File: src/rtl/mul_arbiter_pkg.sv
// Shared types and widths for the multiplier arbiter slice.
// FSM encoding is shared so the top and any debug logic agree on state values.
package mul_arb_pkg;
    localparam int MUL_W = 32;
    localparam int RES_W = 64;
    localparam int SEL_W = 2;

    typedef enum logic [2:0] {
        IDLE  = 3'd0,
        ISSUE = 3'd1,
        START = 3'd2,
        BUSY  = 3'd3,
        RESP  = 3'd4
    } arb_state_t;
endpackage

File: src/rtl/mul_arbiter_if.sv
// Requester and multiplier-side signals of the arbiter.
// slave = arbiter view, master = requesters plus multiplier.
interface mul_arbiter_if
    import mul_arb_pkg::*;
#(
    parameter int NREQ = 2
);
    logic [NREQ-1:0]       req_valid;
    logic [NREQ-1:0]       req_ready;
    logic [MUL_W*NREQ-1:0] req_a;
    logic [MUL_W*NREQ-1:0] req_b;
    logic [SEL_W*NREQ-1:0] req_sel;
    logic [NREQ-1:0]       resp_valid;
    logic [NREQ-1:0]       resp_ready;
    logic [RES_W-1:0]      resp_result;
    logic                  resp_err;
    logic [MUL_W-1:0]      mul_a;
    logic [MUL_W-1:0]      mul_b;
    logic [SEL_W-1:0]      mul_sel;
    logic                  mul_wstrb;
    logic [RES_W-1:0]      mul_result;
    logic                  mul_rbusy;

    modport slave (
        input  req_valid, req_a, req_b, req_sel, resp_ready, mul_result, mul_rbusy,
        output req_ready, resp_valid, resp_result, resp_err, mul_a, mul_b, mul_sel, mul_wstrb
    );

    modport master (
        output req_valid, req_a, req_b, req_sel, resp_ready, mul_result, mul_rbusy,
        input  req_ready, resp_valid, resp_result, resp_err, mul_a, mul_b, mul_sel, mul_wstrb
    );
endinterface

File: src/rtl/mul_arbiter_rr_pick.sv
// Combinational round-robin selector: first set request at or after ptr, wrapping mod NREQ.
module rr_pick #(
    parameter int NREQ = 2
) (
    input  logic [NREQ-1:0]         req,
    input  logic [$clog2(NREQ)-1:0] ptr,
    output logic [NREQ-1:0]         gnt,
    output logic [$clog2(NREQ)-1:0] idx,
    output logic                    found
);
    localparam int IDX_W = $clog2(NREQ);

    logic [IDX_W:0]   pos;
    logic [IDX_W-1:0] cand;

    always_comb begin
        gnt   = '0;
        idx   = '0;
        found = 1'b0;
        pos   = '0;
        cand  = '0;
        for (int k = 0; k < NREQ; k++) begin
            pos = {1'b0, ptr} + (IDX_W+1)'(k);
            if (pos >= (IDX_W+1)'(NREQ)) pos = pos - (IDX_W+1)'(NREQ);
            cand = pos[IDX_W-1:0];
            if (!found && req[cand]) begin
                found     = 1'b1;
                gnt[cand] = 1'b1;
                idx       = cand;
            end
        end
    end
endmodule

File: src/rtl/mul_arbiter.sv
// Round-robin arbiter sharing one multiplier among NREQ requesters, one op in flight.
// Optional rbusy watchdog enabled by defining MULARB_TIMEOUT_EN.
//
// state | meaning
// IDLE  | waiting for a request; grant + operand capture happen here
// ISSUE | mul_wstrb pulse
// START | waiting up to START_WIN cycles for rbusy to rise
// BUSY  | waiting for rbusy to fall
// RESP  | result presented to owner until its resp_ready
module mul_arbiter
    import mul_arb_pkg::*;
#(
    parameter int NREQ        = 2,
    parameter int START_WIN   = 2,
    parameter int TIMEOUT_CYC = 1024
) (
    input  logic         clk,
    input  logic         reset,
    mul_arbiter_if.slave bus
);
    localparam int IDX_W = $clog2(NREQ);
    localparam int WIN_W = (START_WIN < 1) ? 1 : $clog2(START_WIN + 1);

    if (NREQ < 2 || NREQ > 8 || START_WIN < 0 || TIMEOUT_CYC < 1) begin : g_bad_cfg
        $error("mul_arbiter: unsupported parameter set");
    end

    arb_state_t       state, state_nx;
    logic [IDX_W-1:0] owner, rr_ptr, gnt_idx;
    logic [NREQ-1:0]  gnt_oh, req_ready_c;
    logic             gnt_any, can_grant, capture, timeout, tmo_hit;
    logic [WIN_W-1:0] win_cnt;
    logic [MUL_W-1:0] a_sel, b_sel, mul_a_q, mul_b_q;
    logic [SEL_W-1:0] sel_sel, mul_sel_q;
    logic [RES_W-1:0] res_q;

    rr_pick #(.NREQ(NREQ)) u_pick (
        .req   (bus.req_valid),
        .ptr   (rr_ptr),
        .gnt   (gnt_oh),
        .idx   (gnt_idx),
        .found (gnt_any)
    );

    always_comb begin
        a_sel   = '0;
        b_sel   = '0;
        sel_sel = '0;
        for (int i = 0; i < NREQ; i++) begin
            if (gnt_idx == IDX_W'(i)) begin
                a_sel   = bus.req_a[i*MUL_W +: MUL_W];
                b_sel   = bus.req_b[i*MUL_W +: MUL_W];
                sel_sel = bus.req_sel[i*SEL_W +: SEL_W];
            end
        end
    end

`ifdef MULARB_TIMEOUT_EN
    localparam int TMO_W = (TIMEOUT_CYC < 2) ? 1 : $clog2(TIMEOUT_CYC);
    logic [TMO_W-1:0] tmo_cnt;
    logic             err_q;

    always_ff @(posedge clk or negedge reset) begin
        if (!reset) begin
            tmo_cnt <= '0;
            err_q   <= 1'b0;
        end else begin
            if (state == ISSUE)
                tmo_cnt <= TMO_W'(TIMEOUT_CYC - 1);
            else if ((state == START || state == BUSY) && tmo_cnt != '0)
                tmo_cnt <= tmo_cnt - 1'b1;
            if (capture)
                err_q <= 1'b0;
            else if (timeout)
                err_q <= 1'b1;
        end
    end

    assign tmo_hit      = (state == START || state == BUSY) && (tmo_cnt == '0);
    // an aborted op may leave the multiplier busy; never start on top of it
    assign can_grant    = !bus.mul_rbusy;
    assign bus.resp_err = err_q;
`else
    assign tmo_hit      = 1'b0;
    assign can_grant    = 1'b1;
    assign bus.resp_err = 1'b0;
`endif

    always_comb begin
        state_nx    = state;
        req_ready_c = '0;
        capture     = 1'b0;
        timeout     = 1'b0;
        case (state)
            IDLE: begin
                if (gnt_any && can_grant) begin
                    req_ready_c = gnt_oh;
                    state_nx    = ISSUE;
                end
            end
            ISSUE: state_nx = START;
            START: begin
                if (!bus.mul_rbusy && win_cnt == '0) begin
                    capture  = 1'b1;
                    state_nx = RESP;
                end else if (tmo_hit) begin
                    timeout  = 1'b1;
                    state_nx = RESP;
                end else if (bus.mul_rbusy) begin
                    state_nx = BUSY;
                end
            end
            BUSY: begin
                if (!bus.mul_rbusy) begin
                    capture  = 1'b1;
                    state_nx = RESP;
                end else if (tmo_hit) begin
                    timeout  = 1'b1;
                    state_nx = RESP;
                end
            end
            RESP: if (bus.resp_ready[owner]) state_nx = IDLE;
            default: state_nx = IDLE;
        endcase
    end

    always_ff @(posedge clk or negedge reset) begin
        if (!reset) begin
            state     <= IDLE;
            owner     <= '0;
            rr_ptr    <= '0;
            win_cnt   <= '0;
            mul_a_q   <= '0;
            mul_b_q   <= '0;
            mul_sel_q <= '0;
            res_q     <= '0;
        end else begin
            state <= state_nx;
            if (state == IDLE && state_nx == ISSUE) begin
                owner     <= gnt_idx;
                mul_a_q   <= a_sel;
                mul_b_q   <= b_sel;
                mul_sel_q <= sel_sel;
            end
            if (state == ISSUE)
                win_cnt <= WIN_W'(START_WIN);
            else if (state == START && win_cnt != '0)
                win_cnt <= win_cnt - 1'b1;
            if (capture)
                res_q <= bus.mul_result;
            else if (timeout)
                res_q <= '1;
            if (state == RESP && state_nx == IDLE)
                rr_ptr <= (owner == IDX_W'(NREQ - 1)) ? '0 : owner + 1'b1;
        end
    end

    // req_ready is combinational from req_valid, so mask it while reset is held
    assign bus.req_ready   = req_ready_c & {NREQ{reset}};
    assign bus.resp_valid  = (state == RESP) ? (NREQ'(1) << owner) : '0;
    assign bus.resp_result = res_q;
    assign bus.mul_a       = mul_a_q;
    assign bus.mul_b       = mul_b_q;
    assign bus.mul_sel     = mul_sel_q;
    assign bus.mul_wstrb   = (state == ISSUE);
endmodule

File: src/flat_wrapper.sv
// flat-port wrapper written by rule: the top's interface ports become plain ports
module mul_arbiter_flat import mul_arb_pkg::*;
#(
    parameter int NREQ        = 2,
    parameter int START_WIN   = 2,
    parameter int TIMEOUT_CYC = 1024
)
  (clk, reset, bus_req_valid, bus_req_a, bus_req_b, bus_req_sel, bus_resp_ready, bus_mul_result, bus_mul_rbusy, bus_req_ready, bus_resp_valid, bus_resp_result, bus_resp_err, bus_mul_a, bus_mul_b, bus_mul_sel, bus_mul_wstrb);
  mul_arbiter_if #(.NREQ(NREQ)) bus_i ();
  input  logic clk;
  input  logic reset;
  input wire logic [$bits(bus_i.req_valid)-1:0] bus_req_valid;
  input wire logic [$bits(bus_i.req_a)-1:0] bus_req_a;
  input wire logic [$bits(bus_i.req_b)-1:0] bus_req_b;
  input wire logic [$bits(bus_i.req_sel)-1:0] bus_req_sel;
  input wire logic [$bits(bus_i.resp_ready)-1:0] bus_resp_ready;
  input wire logic [$bits(bus_i.mul_result)-1:0] bus_mul_result;
  input wire logic [$bits(bus_i.mul_rbusy)-1:0] bus_mul_rbusy;
  output wire logic [$bits(bus_i.req_ready)-1:0] bus_req_ready;
  output wire logic [$bits(bus_i.resp_valid)-1:0] bus_resp_valid;
  output wire logic [$bits(bus_i.resp_result)-1:0] bus_resp_result;
  output wire logic [$bits(bus_i.resp_err)-1:0] bus_resp_err;
  output wire logic [$bits(bus_i.mul_a)-1:0] bus_mul_a;
  output wire logic [$bits(bus_i.mul_b)-1:0] bus_mul_b;
  output wire logic [$bits(bus_i.mul_sel)-1:0] bus_mul_sel;
  output wire logic [$bits(bus_i.mul_wstrb)-1:0] bus_mul_wstrb;
  assign bus_i.req_valid = bus_req_valid;
  assign bus_i.req_a = bus_req_a;
  assign bus_i.req_b = bus_req_b;
  assign bus_i.req_sel = bus_req_sel;
  assign bus_i.resp_ready = bus_resp_ready;
  assign bus_i.mul_result = bus_mul_result;
  assign bus_i.mul_rbusy = bus_mul_rbusy;
  assign bus_req_ready = bus_i.req_ready;
  assign bus_resp_valid = bus_i.resp_valid;
  assign bus_resp_result = bus_i.resp_result;
  assign bus_resp_err = bus_i.resp_err;
  assign bus_mul_a = bus_i.mul_a;
  assign bus_mul_b = bus_i.mul_b;
  assign bus_mul_sel = bus_i.mul_sel;
  assign bus_mul_wstrb = bus_i.mul_wstrb;
  mul_arbiter #(.NREQ(NREQ), .START_WIN(START_WIN), .TIMEOUT_CYC(TIMEOUT_CYC)) u_core (.clk(clk), .reset(reset), .bus(bus_i));
endmodule
File: config.mk
export PLATFORM = sky130hd
export DESIGN_NAME = mul_arbiter_flat
export DESIGN_NICKNAME = d
export VERILOG_FILES = /design/src/rtl/mul_arbiter_pkg.sv /design/src/rtl/mul_arbiter_if.sv /design/src/rtl/mul_arbiter_rr_pick.sv /design/src/rtl/mul_arbiter.sv /design/src/flat_wrapper.sv
export SDC_FILE = /design/constraint.sdc
export NUM_CORES = 1
export LEC_CHECK = 0
export BUFFER_PORTS_ARGS = -buffer_cell sky130_fd_sc_hd__buf_2
export CAP_MARGIN = 20
export CORE_AREA = 5 5 133 135
export CTS_CLUSTER_SIZE = 12
export DETAILED_ROUTE_END_ITERATION = 6
export DIE_AREA = 0 0 138 140
export PLACE_DENSITY = 0.78
export SETUP_SLACK_MARGIN = 0.2
export SLEW_MARGIN = 20
export SYNTH_ARGS = -nofsm -noshare
export SYNTH_HDL_FRONTEND = slang
export SYNTH_HIERARCHICAL = 1
export SYNTH_SLANG_ARGS = --single-unit
File: constraint.sdc
create_clock -name clk -period 1.8 [get_ports clk]
set_clock_uncertainty 0.05 [all_clocks]
set_input_delay 0.45 -clock clk [delete_from_list [all_inputs] [get_ports clk]]
set_output_delay 0.45 -clock clk [all_outputs]
set_load 0.005 [all_outputs]
# Word-level counts from Yosys, hierarchy flattened
# Cells that the tools add are included.
classes:
  add_sub_neg: 5
  order_cmp: 7
  n_eq_ne: 5
  shifts: 1
  muxes: 37
  n_bitwise: 2
  n_reduce_logical: 14
op_table:
  columns: ["operator", "n"]
  rows:
  - ["$mux 32", 2]
  - ["$mux 64", 1]
  - ["$mux 1", 17]
  - ["$mux 2", 8]
  - ["$mux 3", 5]
  - ["$pmux 3 s5", 1]
  - ["$logic_and 1x1->1", 7]
  - ["$eq 3x1->1 const B", 2]
  - ["$eq 3x2->1 const B", 2]
  - ["$logic_not 3->1", 2]
  - ["$lt 1x2->1 const B", 3]
  - ["$reduce_bool 2->1", 2]
  - ["$eq 3x3->1 const B", 1]
  - ["$add 1x1->2 const B", 1]
  - ["$and 2x2->2", 1]
  - ["$demux 1 s1", 2]
  - ["$ge 1x1->1 const B", 2]
  - ["$ge 1x2->1 const B", 1]
  - ["$ge 2x2->1 const B", 1]
  - ["$logic_not 1->1", 2]
  - ["$logic_not 2->1", 1]
  - ["$or 2x2->2", 1]
  - ["$pmux 1 s2", 1]
  - ["$shl 1x1->2 const A", 1]
  - ["3 further kinds", 4]
word_totals:
  regBits: 137
  output_inout_bits: 136
  word_cells: 79

# Logic depth before layout (Yosys ltp)
# Gate-level depths: netlist of run 1.
logic_depth:
  ltp_word: 12
  mapped_depth: 7

# Modules after synthesis
# Netlist of run 1, hierarchy kept.
modules_own_cells:
  columns: ["mod", "n_inst", "cells_each", "area_per_inst_um2", "seq_area_each_um2"]
  rows:
  - ["mul_arbiter", 1, 469, 6043.3, 3428.3]
  - ["rr_pick", 1, 5, 32.5, 0.0]

# Worst setup path after synthesis of run 1
# Ideal clock, no wire load.
synth_timing:
  path_type: "register to output"
  from: "reg u_core.state[2]"
  to: "out bus_req_ready[0]"
  t_arrival_ns: 1.283
  t_required_ns: 1.300
  slack_ns: 0.017
  stages_incl_launch_ff: 6
  cell_sequence: "dfrtp_1 -> buf_2 -> nor4b_1 -> buf_2 -> buf_4 -> and3_1"
synth_via:
  elab_chain_cells: 3
synth_lines:
  columns: ["item", "line", "rtl"]
  rows:
  - ["from (decl)", "mul_arbiter.sv:28", "arb_state_t state, state_nx;"]
  - ["from (signal assigned)", "mul_arbiter.sv:138", "state <= state_nx;"]
  - ["$logic_not 3->1", "mul_arbiter.sv:94", "case (state)"]
  - ["$mux 2", "mul_arbiter.sv:94", null]
  - ["$and 2x2->2", "mul_arbiter.sv:159", "assign bus.req_ready = req_ready_c & {NREQ{reset}};"]
  - ["to (decl)", "flat_wrapper.sv:19", "output wire logic [$bits(bus_i.req_ready)-1:0] bus_req_ready;"]
# No other way between the ends.

# Worst setup path after layout of run 1
layout_timing:
  from: "reg u_core.state[0]"
  to: "out bus_req_ready[1]"
# The elaborated chain is that of the path after synthesis.

==> metrics.md, run 1 <==
| Metric | Value |
|---|---|
| Worst relative slew slack | `0.509` |
| Die ar. | `roughly 0.019 sq mm` |
| Worst Hold Class | `in -> async` |
| Remaining antenna violation count after routing | `0` |
| Root Driver | `clkbuf_16` |
| Tmin final | `between 2000 and 2500 ps` |
| Yosys reg bits | `about 140` |
| Synth area leaders | `dfrtp_1, mux2_4, mux2i_1, a21oi_1, nor2_1` |
| Detailed-route via count | `~5,500` |
| I/O pins | `~340` |
| WL final | `approximately 22,000 um` |
| Critical Path Start Type | `flip-flop` |
| Setup ws final | `-328 ps` |
| Gpl congestion | `a little under 0.9` |
| Critical Path RT | `between 1000 and 1500 ps` |
| Cell Pwr Density | `between 1500 and 2000 mW/mm^2` |
| Nets | `between 1,000 and 1,500` |
| Initial core utilization | `0.372` |
| Clock Sinks | `around 140` |
| DRT iter0 DRCs | `189` |
| Die height | `approximately 140 um` |
| TritonCTS Buffers | `17` |
| Fin crit share | `1.18` |
| Syn avg cell area | `approximately 13 sq um` |
| Sequential fraction of the synthesis area | `0.564` |
| CP Capture Type | `output port` |
| Worst path arrival time | `approximately 1600 ps` |
| H-tree depth | `4` |
| CTS tree | `yes` |
| Clock slew at reported path FFs | `about 60 ps` |
| Maxcap violations | `0` |
| Area grow syn2layout | `80.7%` |
| Number of port buffers | `~340` |
| Leak | `between 5 and 6 nW` |
| Synth warnings | `6` |
| Uppermost layer routed | `met4` |
| Crit path max-delay cell type | `dfrtp_1` |
| DRC errors left | `0` |
| Final Hold Viols | `0` |
| Syn nets | `678` |
| DIE WIDTH | `~140 um` |
| Peak supply drop | `877 uV` |
| Final setup violation count | `116` |
| Outcome | `complete, but fails checks` |
| HPWL after DPL | `roughly 12,000 um` |
| CORE AREA | `0.0163 sq mm` |
| Failing checks | `negative setup slack` |
| Largest net degree at the start of global routing | `138` |
| Max Freq | `about 470 MHz` |
| Worst skew pair latency | `roughly 410 ps` |
| CP Class | `reg -> out` |
| Initial antenna violation count | `0` |
| Final Total Pwr | `slightly above 0.02 W` |
| Cell area after synthesis | `about 0.0061 sq mm` |
| Synth cell types | `32` |
| Post-synth top area share | `0.564` |
| Final Slew Violations | `0` |
| CP dominant cell by count | `buf_6` |
| Critical path's largest stage delay | `~380 ps` |
| Layout cells sized above 1 | `0.744` |
| First-pass GRT wire length | `around 32,000 um` |
| Clock buffer depth | `2` |
| Via density per instance | `just under 5` |
| RSZ-0062 raised after global routing | `yes` |
| Met1 WL | `roughly 8500 um` |
| Row cnt | `47` |
| GR Overflow Total | `0` |
| Met3 WL | `1630 um` |
| WL met2 | `11,100 um` |
| Global Route Usage Sum | `0.212` |
| Number of diodes | `0` |
| Hold_ws | `between 100 and 150 ps` |
| Yosys top cell by area | `dfrtp_1` |
| Critical Path Fanout Max | `3` |
| WL/cell | `between 15 and 20 um` |
| Cell Chain, Critical Path | `buf_6 > nor4b_4 > and3_4 > buf_6` |
| Synthesized instance count | `~470` |
| Fraction of registers with async set/reset | `1.00` |
| Ys flop type | `dfrtp_1` |
| Fillers | `~1,200` |
| Number of synthesized flops with an enable pin | `0` |
| Worst Max-Slew Pin Slew | `roughly 740 ps` |
| Vias in the first global route | `5,945` |
| Pre-antenna DRT Iters | `4` |
| Post-layout util | `0.672` |
[layout by cell type (no fill, tap or decap), types with 3 or more instances in the layout]
cell	synthesis	routed
buf_8	5	14
dfrtp_1	137	137
clkinvlp_4	0	3
buf_4	8	16
mux2_4	49	65
mux2i_1	67	67
nor2_2	0	8
a21oi_2	0	66
clkbuf_16	0	18
buf_2	16	334
buf_12	0	22
buf_16	0	24
buf_6	1	28
nor2_4	0	58
inv_6	0	4
nor2_1	73	7
clkbuf_8	0	3
[final timing paths]
kind	to	startpoint	slack [ps]	depth (start not counted)
worst max-delay path	bus_req_ready[1]	u_core/state[0]	-330	4
worst min-delay path	u_core/bus.resp_result[35]	reset	120	2
worst max register to register	u_core/bus.mul_a[18]	u_core/state[0]	-130	10
worst min register to register	u_core/bus.resp_result[33]	u_core/bus.resp_result[33]	460	1
max in group asynchronous	u_core/bus.mul_b[5]	reset	1030	2
min in group clk	u_core/bus.resp_result[14]	bus_mul_result[14]	210	2
[cell usage after synthesis, types with 3 or more instances]
cell type and count:
dfrtp_1 137, nor2_1 73, a21oi_1 67, mux2i_1 67, mux2_4 49, buf_2 16
mux2_2 16, buf_4 8, buf_8 5, clkbuf_1 4, inv_1 4, a21boi_1 3
and3_1 3
[critical path: cells and delay by family, from the launching register on]
family	cells	cell delay (ps)
and+or+nand+nor	2	620
DFF	1	380
buffers and inverters	2	210
[per-stage QoR]
step                      setup slack, ps  cells  instance area, sq um  setup TNS, ps
after floorplan                      68.9    474                  6130              0
after global placement              -64.4   1023                  8170          -1450
after detailed placement             -130   1023                  8170          -5660
after CTS                            -351   1122                 10500          -4450
after global routing                 -386   1131                 11000         -15630
final                                -328   1131                 11000          -8960
[flip-flops by register name (all words and copies together), names as in the netlist]
name	count
u_core/bus.mul_a	32
u_core/bus.resp_result	64
u_core/bus.mul_sel	2
u_core/bus.mul_b	32
u_core/owner	1
u_core/state	3
u_core/win_cnt	2
u_core/rr_ptr	1
[layout make-up]
type                    instances  area [sq um]  share of cell area
multi-input cells             299          3210               0.293
well taps                     220           275              0.0251
inverters                       4          15.0             0.00137
clock inverters                12           136              0.0124
repair buffers                439          3440               0.314
flip-flops and latches        137          3430               0.312
clock buffers                  20           467              0.0425
[layer usage]
layer / vias up / global-route usage
met5: - / 0
met4: 0 / 0.0712
met3: 39 / 0.0733
met2: 261 / 0.364
met1: 2675 / 0.249
li1: 2518 / -
[logic make-up (layout without fill, tap and decap cells)]
| logic type | after synthesis | count (layout) | share of synthesized area |
|---|---|---|---|
| flip-flops | 137 | 137 | 0.564 |
| multiplexers | 132 | 132 | 0.261 |
| AND/OR/NAND/NOR | 84 | 84 | 0.0579 |
| AO/OA/AOI/OAI | 81 | 81 | 0.0719 |
| buffers and inverters | 38 | 475 | 0.0422 |
| adder cells (fa/ha/maj) | 1 | 1 | 0.00206 |
| other | 1 | 1 | 0.000617 |
[repair_timing]
item                       in CTS  in global routing
gates resized for setup       189                100
setup endpoints to repair     136                137
hold buffers                    0                  0
pin swaps                       4                  3
gates cloned                   22                  1
setup buffers                  45                  8
[power by group]
part	internal, W	switching (W)
Sequential	0.00466	0.00122
Clock	0.00217	0.00138
Combinational	0.00679	0.00455
Power figures use the tool's default switching activity.
==> inputs of run 2 (changes only) <==
CORE_AREA = 2 2 130 132   (was 5 5 133 135)
DIE_AREA = 0 0 132 134   (was 0 0 138 140)
RECOVER_POWER = 25   (was not set)
==> metrics.md, run 2 (same netlist as run 1, synthesis figures left out) <==
| Metric | Value |
|---|---|
| Cell Pwr Density | `1870 mW/mm^2 (was 1890 mW/mm^2)` |
| Register area | `0.00343 sq mm (about the same)` |
| Met1 WL | `8240 um (was 8500 um)` |
| Met3 WL | `1270 um (was 1630 um)` |
| Root Driver | `clkbuf_16 (unchanged)` |
| DP Cell Count | `1,030 (was 1,023)` |
| Pre-antenna DRT Iters | `4 (unchanged)` |
| Row cnt | `47 (unchanged)` |
| Initial antenna violation count | `1 (was 0)` |
| Layout cells sized above 1 | `0.728 (was 0.744)` |
| Number of diodes | `0 (unchanged)` |
| DRC errors left | `0 (unchanged)` |
| Critical Path RT | `1300 ps (about the same)` |
| First-pass GRT wire length | `30,000 um (was 32,400 um)` |
| Clock Sinks | `137 (unchanged)` |
| Worst relative slew slack | `0.217 (was 0.509)` |
| HPWL after DPL | `12,100 um (was 12,400 um)` |
| Initial core utilization | `0.373 (was 0.372)` |
| Maxcap violations | `0 (unchanged)` |
| Via density per instance | `4.79 (was 4.86)` |
| Outcome | `complete, but fails checks (unchanged)` |
| Final Hold Viols | `0 (unchanged)` |
| Gpl congestion | `0.770 (was 0.878)` |
| Most common cell after layout, fill and taps aside | `buf_2 (unchanged)` |
| Worst path arrival time | `1570 ps (was 1630 ps)` |
| Detailed-route via count | `5,355 (was 5,493)` |
| Footprint of the multi-input gates | `0.00318 sq mm (was 0.00321 sq mm)` |
| Failing checks | `negative setup slack (unchanged)` |
| Global Route Usage Sum | `0.221 (was 0.212)` |
| Max FFs per register | `64 (unchanged)` |
| Worst Max-Slew Pin Slew | `1170 ps (was 736 ps)` |
| Worst Hold Class | `in -> reg (was in -> async)` |
| GR Overflow Total | `0 (unchanged)` |
| Tmin final | `2070 ps (was 2130 ps)` |
| Max Freq | `484 MHz (was 470 MHz)` |
| Fin crit share | `1.15 (was 1.18)` |
| Final setup TNS | `-3020 ps (was -8960 ps)` |
| Setup ws final | `-266 ps (was -328 ps)` |
| DIE WIDTH | `132 um (was 138 um)` |
| CP Capture Type | `output port (unchanged)` |
| WL met2 | `10,900 um (was 11,100 um)` |
| WL final | `20,800 um (was 21,800 um)` |
| H-tree depth | `4 (unchanged)` |
| Vias in the first global route | `5,567 (was 5,945)` |
| Post-route insts no fill | `1,118 (was 1,131)` |
| Worst hold path startpoint | `bus_mul_result[51]` |
| Peak supply drop | `949 uV (was 877 uV)` |
| I/O pins | `339 (unchanged)` |
| CTS tree | `yes (unchanged)` |
| WL/cell | `18.6 um (was 19.2 um)` |
| Die ar. | `0.0177 sq mm (was 0.0193 sq mm)` |
| Nets | `1,089 (was 1,102)` |
| Reg2reg start | `u_core/state[2] (was u_core/state[0])` |
| Final setup violation count | `76 (was 116)` |
| Uppermost layer routed | `met5 (was met4)` |
| Clock slew at reported path FFs | `70 ps (was 60 ps)` |
| Critical Path Fanout Max | `3 (unchanged)` |
| Critical Path Start Type | `flip-flop (unchanged)` |
| CORE AREA | `0.0163 sq mm (about the same)` |
| DRT iter0 DRCs | `169 (was 189)` |
| Final Slew Violations | `0 (unchanged)` |
| Most frequent cells in the layout | `buf_2, dfrtp_1, mux2i_1 (unchanged)` |
| RSZ-0062 raised after global routing | `yes (unchanged)` |
| Area grow syn2layout | `77.0% (was 80.7%)` |
| Worst setup startpoint | `u_core/state[2] (was u_core/state[0])` |
| Clock buffer depth | `2 (unchanged)` |
| Remaining antenna violation count after routing | `0 (unchanged)` |
| Leak | `5.04 nW (was 5.13 nW)` |
| CP Class | `reg -> out (unchanged)` |
| TritonCTS Buffers | `17 (unchanged)` |
| Die height | `134 um (was 140 um)` |
| Fillers | `1,169 (was 1,151)` |
| Largest net degree at the start of global routing | `126 (was 138)` |
| Number of port buffers | `337 (unchanged)` |
| Worst skew pair latency | `400 ps (was 410 ps)` |
## run 2: power by group
part	switching [W]	internal, W
clock	0.00146	0.00201
combinational	0.00437	0.00637
sequential	0.00123	0.00466
## run 2: routing by layer
layer / vias up / global-route usage
li1: 2467 / -
met1: 2618 / 0.259
met2: 240 / 0.401
met3: 28 / 0.0571
met4: 2 / 0.0592
met5: - / 0
## run 2: final timing paths
path / endpoint / slack, ps / cells past startpoint
worst max-delay path: bus_req_ready[0] / -270 / 4
worst min-delay path: u_core/bus.resp_result[51] / 210 / 2
worst max register to register: u_core/bus.mul_a[27] / -110 / 10
worst min register to register: u_core/bus.resp_result[30] / 460 / 1
max in group asynchronous: u_core/state[1] / 540 / 2
min in group asynchronous: u_core/bus.resp_result[62] / 290 / 2
## run 2: through the flow
stage | utilization | power [W] | instance area [sq um] | hold WS [ps] | setup slack [ps]
2_1_floorplan | - | 0.00913 | 6130 | 104 | 68.9
3_3_place_gp | 0.504 | 0.0116 | 8220 | 242 | 17.8
4_1_cts | 0.627 | 0.0187 | 10200 | 166 | -272
3_5_place_dp | 0.504 | 0.0118 | 8220 | 242 | -94.8
5_1_grt | 0.660 | 0.0211 | 10800 | 189 | -346
6_report | 0.660 | 0.0201 | 10800 | 213 | -266
## run 2: worst max-delay path, stage by stage, from the launching register on
cell	delay [ps]
dfrtp_1	400
buf_6	140
nor4b_4	290
and3_4	250
buf_6	90
## run 2: repair_timing
action,4_1_cts,5_1_grt
pin swaps,17,14
hold buffers,1,0
gates cloned,22,5
endpoints found under the hold margin,12,0
resized for setup,146,102
buffers inserted,24,4
endpoints found under the setup margin,136,138
## run 2: final cells by class
| type | count | share of cell area |
|---|---|---|
| clock buffer | 19 | 0.0421 |
| sequential | 137 | 0.319 |
| multi-input combinational | 299 | 0.295 |
| inverter | 4 | 0.00140 |
| tap | 220 | 0.0256 |
| timing repair buffer | 426 | 0.304 |
| clock inverter | 13 | 0.0123 |
==> inputs of run 3 (changes only) <==
==> constraint.sdc (replaced) <==
create_clock -name clk -period 1.8 [get_ports clk]
set_clock_uncertainty 0.05 [all_clocks]
set_input_delay 0.18 -clock clk [delete_from_list [all_inputs] [get_ports clk]]
set_output_delay 0.18 -clock clk [all_outputs]
set_load 0.005 [all_outputs]
==> metrics.md, run 3 (same netlist as run 1, synthesis figures left out) <==
| Metric | Value |
|---|---|
| Row cnt | `47 (unchanged)` |
| Layout cells sized above 1 | `0.543 (was 0.728)` |
| Combinational Power Share | `0.452 (was 0.534)` |
| Leak | `5.00 nW (was 5.04 nW)` |
| RSZ-0062 raised after global routing | `yes (unchanged)` |
| Int Pwr | `0.0115 W (was 0.0130 W)` |
| Worst slack at placement | `37.0 ps (was -94.8 ps)` |
| Final Hold Viols | `0 (unchanged)` |
| Failing checks | `negative setup slack (unchanged)` |
| Die height | `134 um (unchanged)` |
| GR Overflow Total | `0 (unchanged)` |
| Worst Max-Slew Pin Slew | `828 ps (was 1170 ps)` |
| Worst Hold Class | `in -> reg (unchanged)` |
| Maxcap violations | `0 (unchanged)` |
| Final instance area | `0.0102 sq mm (was 0.0108 sq mm)` |
| Clock Sinks | `137 (unchanged)` |
| Net switching power | `0.00551 W (was 0.00706 W)` |
| Worst skew pair latency | `410 ps (was 400 ps)` |
| Area grow syn2layout | `67.6% (was 77.0%)` |
| Worst path arrival time | `1630 ps (was 1570 ps)` |
| Root Driver | `clkbuf_16 (unchanged)` |
| TritonCTS Buffers | `17 (unchanged)` |
| DRT iter0 DRCs | `198 (was 169)` |
| DRC errors left | `0 (unchanged)` |
| Max FFs per register | `64 (unchanged)` |
| Max Freq | `537 MHz (was 484 MHz)` |
| H-tree depth | `4 (unchanged)` |
| Peak supply drop | `868 uV (was 949 uV)` |
| CORE AREA | `0.0163 sq mm (unchanged)` |
| HPWL after DPL | `11,600 um (was 12,100 um)` |
| Setup ws final | `-61.9 ps (was -266 ps)` |
| CTS tree | `yes (unchanged)` |
| Initial core utilization | `0.373 (unchanged)` |
| First-pass GRT wire length | `28,900 um (was 30,000 um)` |
| Final Slew Violations | `0 (unchanged)` |
| Post-route insts no fill | `1,166 (was 1,118)` |
| Gpl congestion | `0.757 (was 0.770)` |
| Final setup violation count | `42 (was 76)` |
| DP Cell Count | `1,024 (was 1,030)` |
| Largest net degree at the start of global routing | `138 (was 126)` |
| Most frequent cells in the layout | `buf_2, dfrtp_1, nor2_1 (was buf_2, dfrtp_1, mux2i_1)` |
| Flop pwr share | `0.328 (was 0.293)` |
| Die ar. | `0.0177 sq mm (unchanged)` |
| Worst relative slew slack | `0.448 (was 0.217)` |
| Detailed-route via count | `5,418 (was 5,355)` |
| Clock buffer depth | `2 (unchanged)` |
| CP Class | `reg -> out (unchanged)` |
| WL/cell | `16.4 um (was 18.6 um)` |
| Sw frac | `0.323 (was 0.351)` |
| Final setup TNS | `-642 ps (was -3020 ps)` |
| Outcome | `complete, but fails checks (unchanged)` |
| Most common cell after layout, fill and taps aside | `buf_2 (unchanged)` |
| Fillers | `1,200 (was 1,169)` |
| Critical Path Start Type | `flip-flop (unchanged)` |
| Number of port buffers | `337 (unchanged)` |
| Post-placement cell area | `0.00816 sq mm (was 0.00822 sq mm)` |
| Nets | `1,136 (was 1,089)` |
| Global Route Usage Sum | `0.207 (was 0.221)` |
| WL final | `19,100 um (was 20,800 um)` |
| Cell Pwr Density | `1670 mW/mm^2 (was 1870 mW/mm^2)` |
| Vias in the first global route | `5,575 (was 5,567)` |
| Initial antenna violation count | `1 (unchanged)` |
| I/O pins | `339 (unchanged)` |
| Via density per instance | `4.65 (was 4.79)` |
| Tmin final | `1860 ps (was 2070 ps)` |
| Clock network power share | `0.220 (was 0.173)` |
| Critical Path RT | `1570 ps (was 1300 ps)` |
| DIE WIDTH | `132 um (unchanged)` |
| Critical Path Fanout Max | `4 (was 3)` |
| CP Capture Type | `output port (unchanged)` |
| Hold_ws | `20.5 ps (was 213 ps)` |
| Fin crit share | `1.03 (was 1.15)` |
| Pre-antenna DRT Iters | `4 (unchanged)` |
| Clock slew at reported path FFs | `60 ps (was 70 ps)` |
| Remaining antenna violation count after routing | `0 (unchanged)` |
run 3: cell count changes in the layout (fill, tap and decap cells not counted), sizes merged:
| cell | previous run | this run |
|---|---|---|
| dlygate4sd3 | 1 | 69 |
| buf | 420 | 400 |
| clkbuf | 24 | 20 |
| bufinv | 1 | 4 |
| clkinv | 5 | 2 |
| bufbuf | 0 | 1 |
| clkinvlp | 1 | 2 |
| diode | 0 | 1 |
| inv | 10 | 11 |
run 3: through the flow:
step / util / power [W]
floorplan: - / 0.00908
global placement: 0.501 / 0.0115
detailed placement: 0.501 / 0.0117
CTS: 0.614 / 0.0167
global route: 0.625 / 0.0180
finish: 0.625 / 0.0170
run 3: worst max-delay path, stage by stage (launching register included):
cell and delay, ps:
dfrtp_1 390, buf_6 130, nor4b_4 270, buf_4 160
and3_1 150, buf_2 110
run 3: layout make-up:
cell class | instances | area, sq um | area share
antenna | 1 | 2.50 | 0.000246
clock buffer | 17 | 425 | 0.0418
clock inverter | 15 | 213 | 0.0209
inverter | 4 | 15.0 | 0.00147
multi-input combinational | 299 | 2530 | 0.249
sequential | 137 | 3430 | 0.337
tap | 220 | 275 | 0.0270
timing repair buffer | 473 | 3290 | 0.323
run 3: final timing paths:
kind | from | depth (start not counted) | slack (ps) | to
min in group asynchronous | reset | 3 | 370 | u_core/rr_ptr
setup / recovery | u_core/state[2] | 5 | -60 | bus_req_ready[0]
hold / removal | bus_req_b[24] | 3 | 20 | u_core/bus.mul_b[24]
max in group asynchronous | reset | 3 | 590 | u_core/state[0]
setup reg to reg | u_core/win_cnt[0] | 8 | -30 | u_core/bus.resp_result[42]
hold reg to reg | u_core/bus.resp_result[9] | 1 | 460 | u_core/bus.resp_result[9]
run 3: power by group through the flow:
stage / Clock (W) / Sequential [W] / Combinational [W]
floorplan: 0 / 0.00559 / 0.00349
global placement: 0 / 0.00548 / 0.00597
detailed placement: 0 / 0.00549 / 0.00620
CTS: 0.00386 / 0.00551 / 0.00730
global route: 0.00398 / 0.00577 / 0.00828
finish: 0.00375 / 0.00558 / 0.00770
run 3: per-layer routing:
layer  share of wire  track usage
met1            0.39        0.241
met2            0.51        0.367
met3           0.073       0.0571
met4           0.024       0.0749
met5               0            0
run 3: repair_timing:
action | in CTS | in global routing
gates resized for setup | 45 | 17
pin swaps | 4 | 3
hold buffers | 69 | 0
gates cloned | 6 | 1
endpoints found under the hold margin | 205 | 0
setup endpoints to repair | 120 | 133
setup buffers | 17 | 16
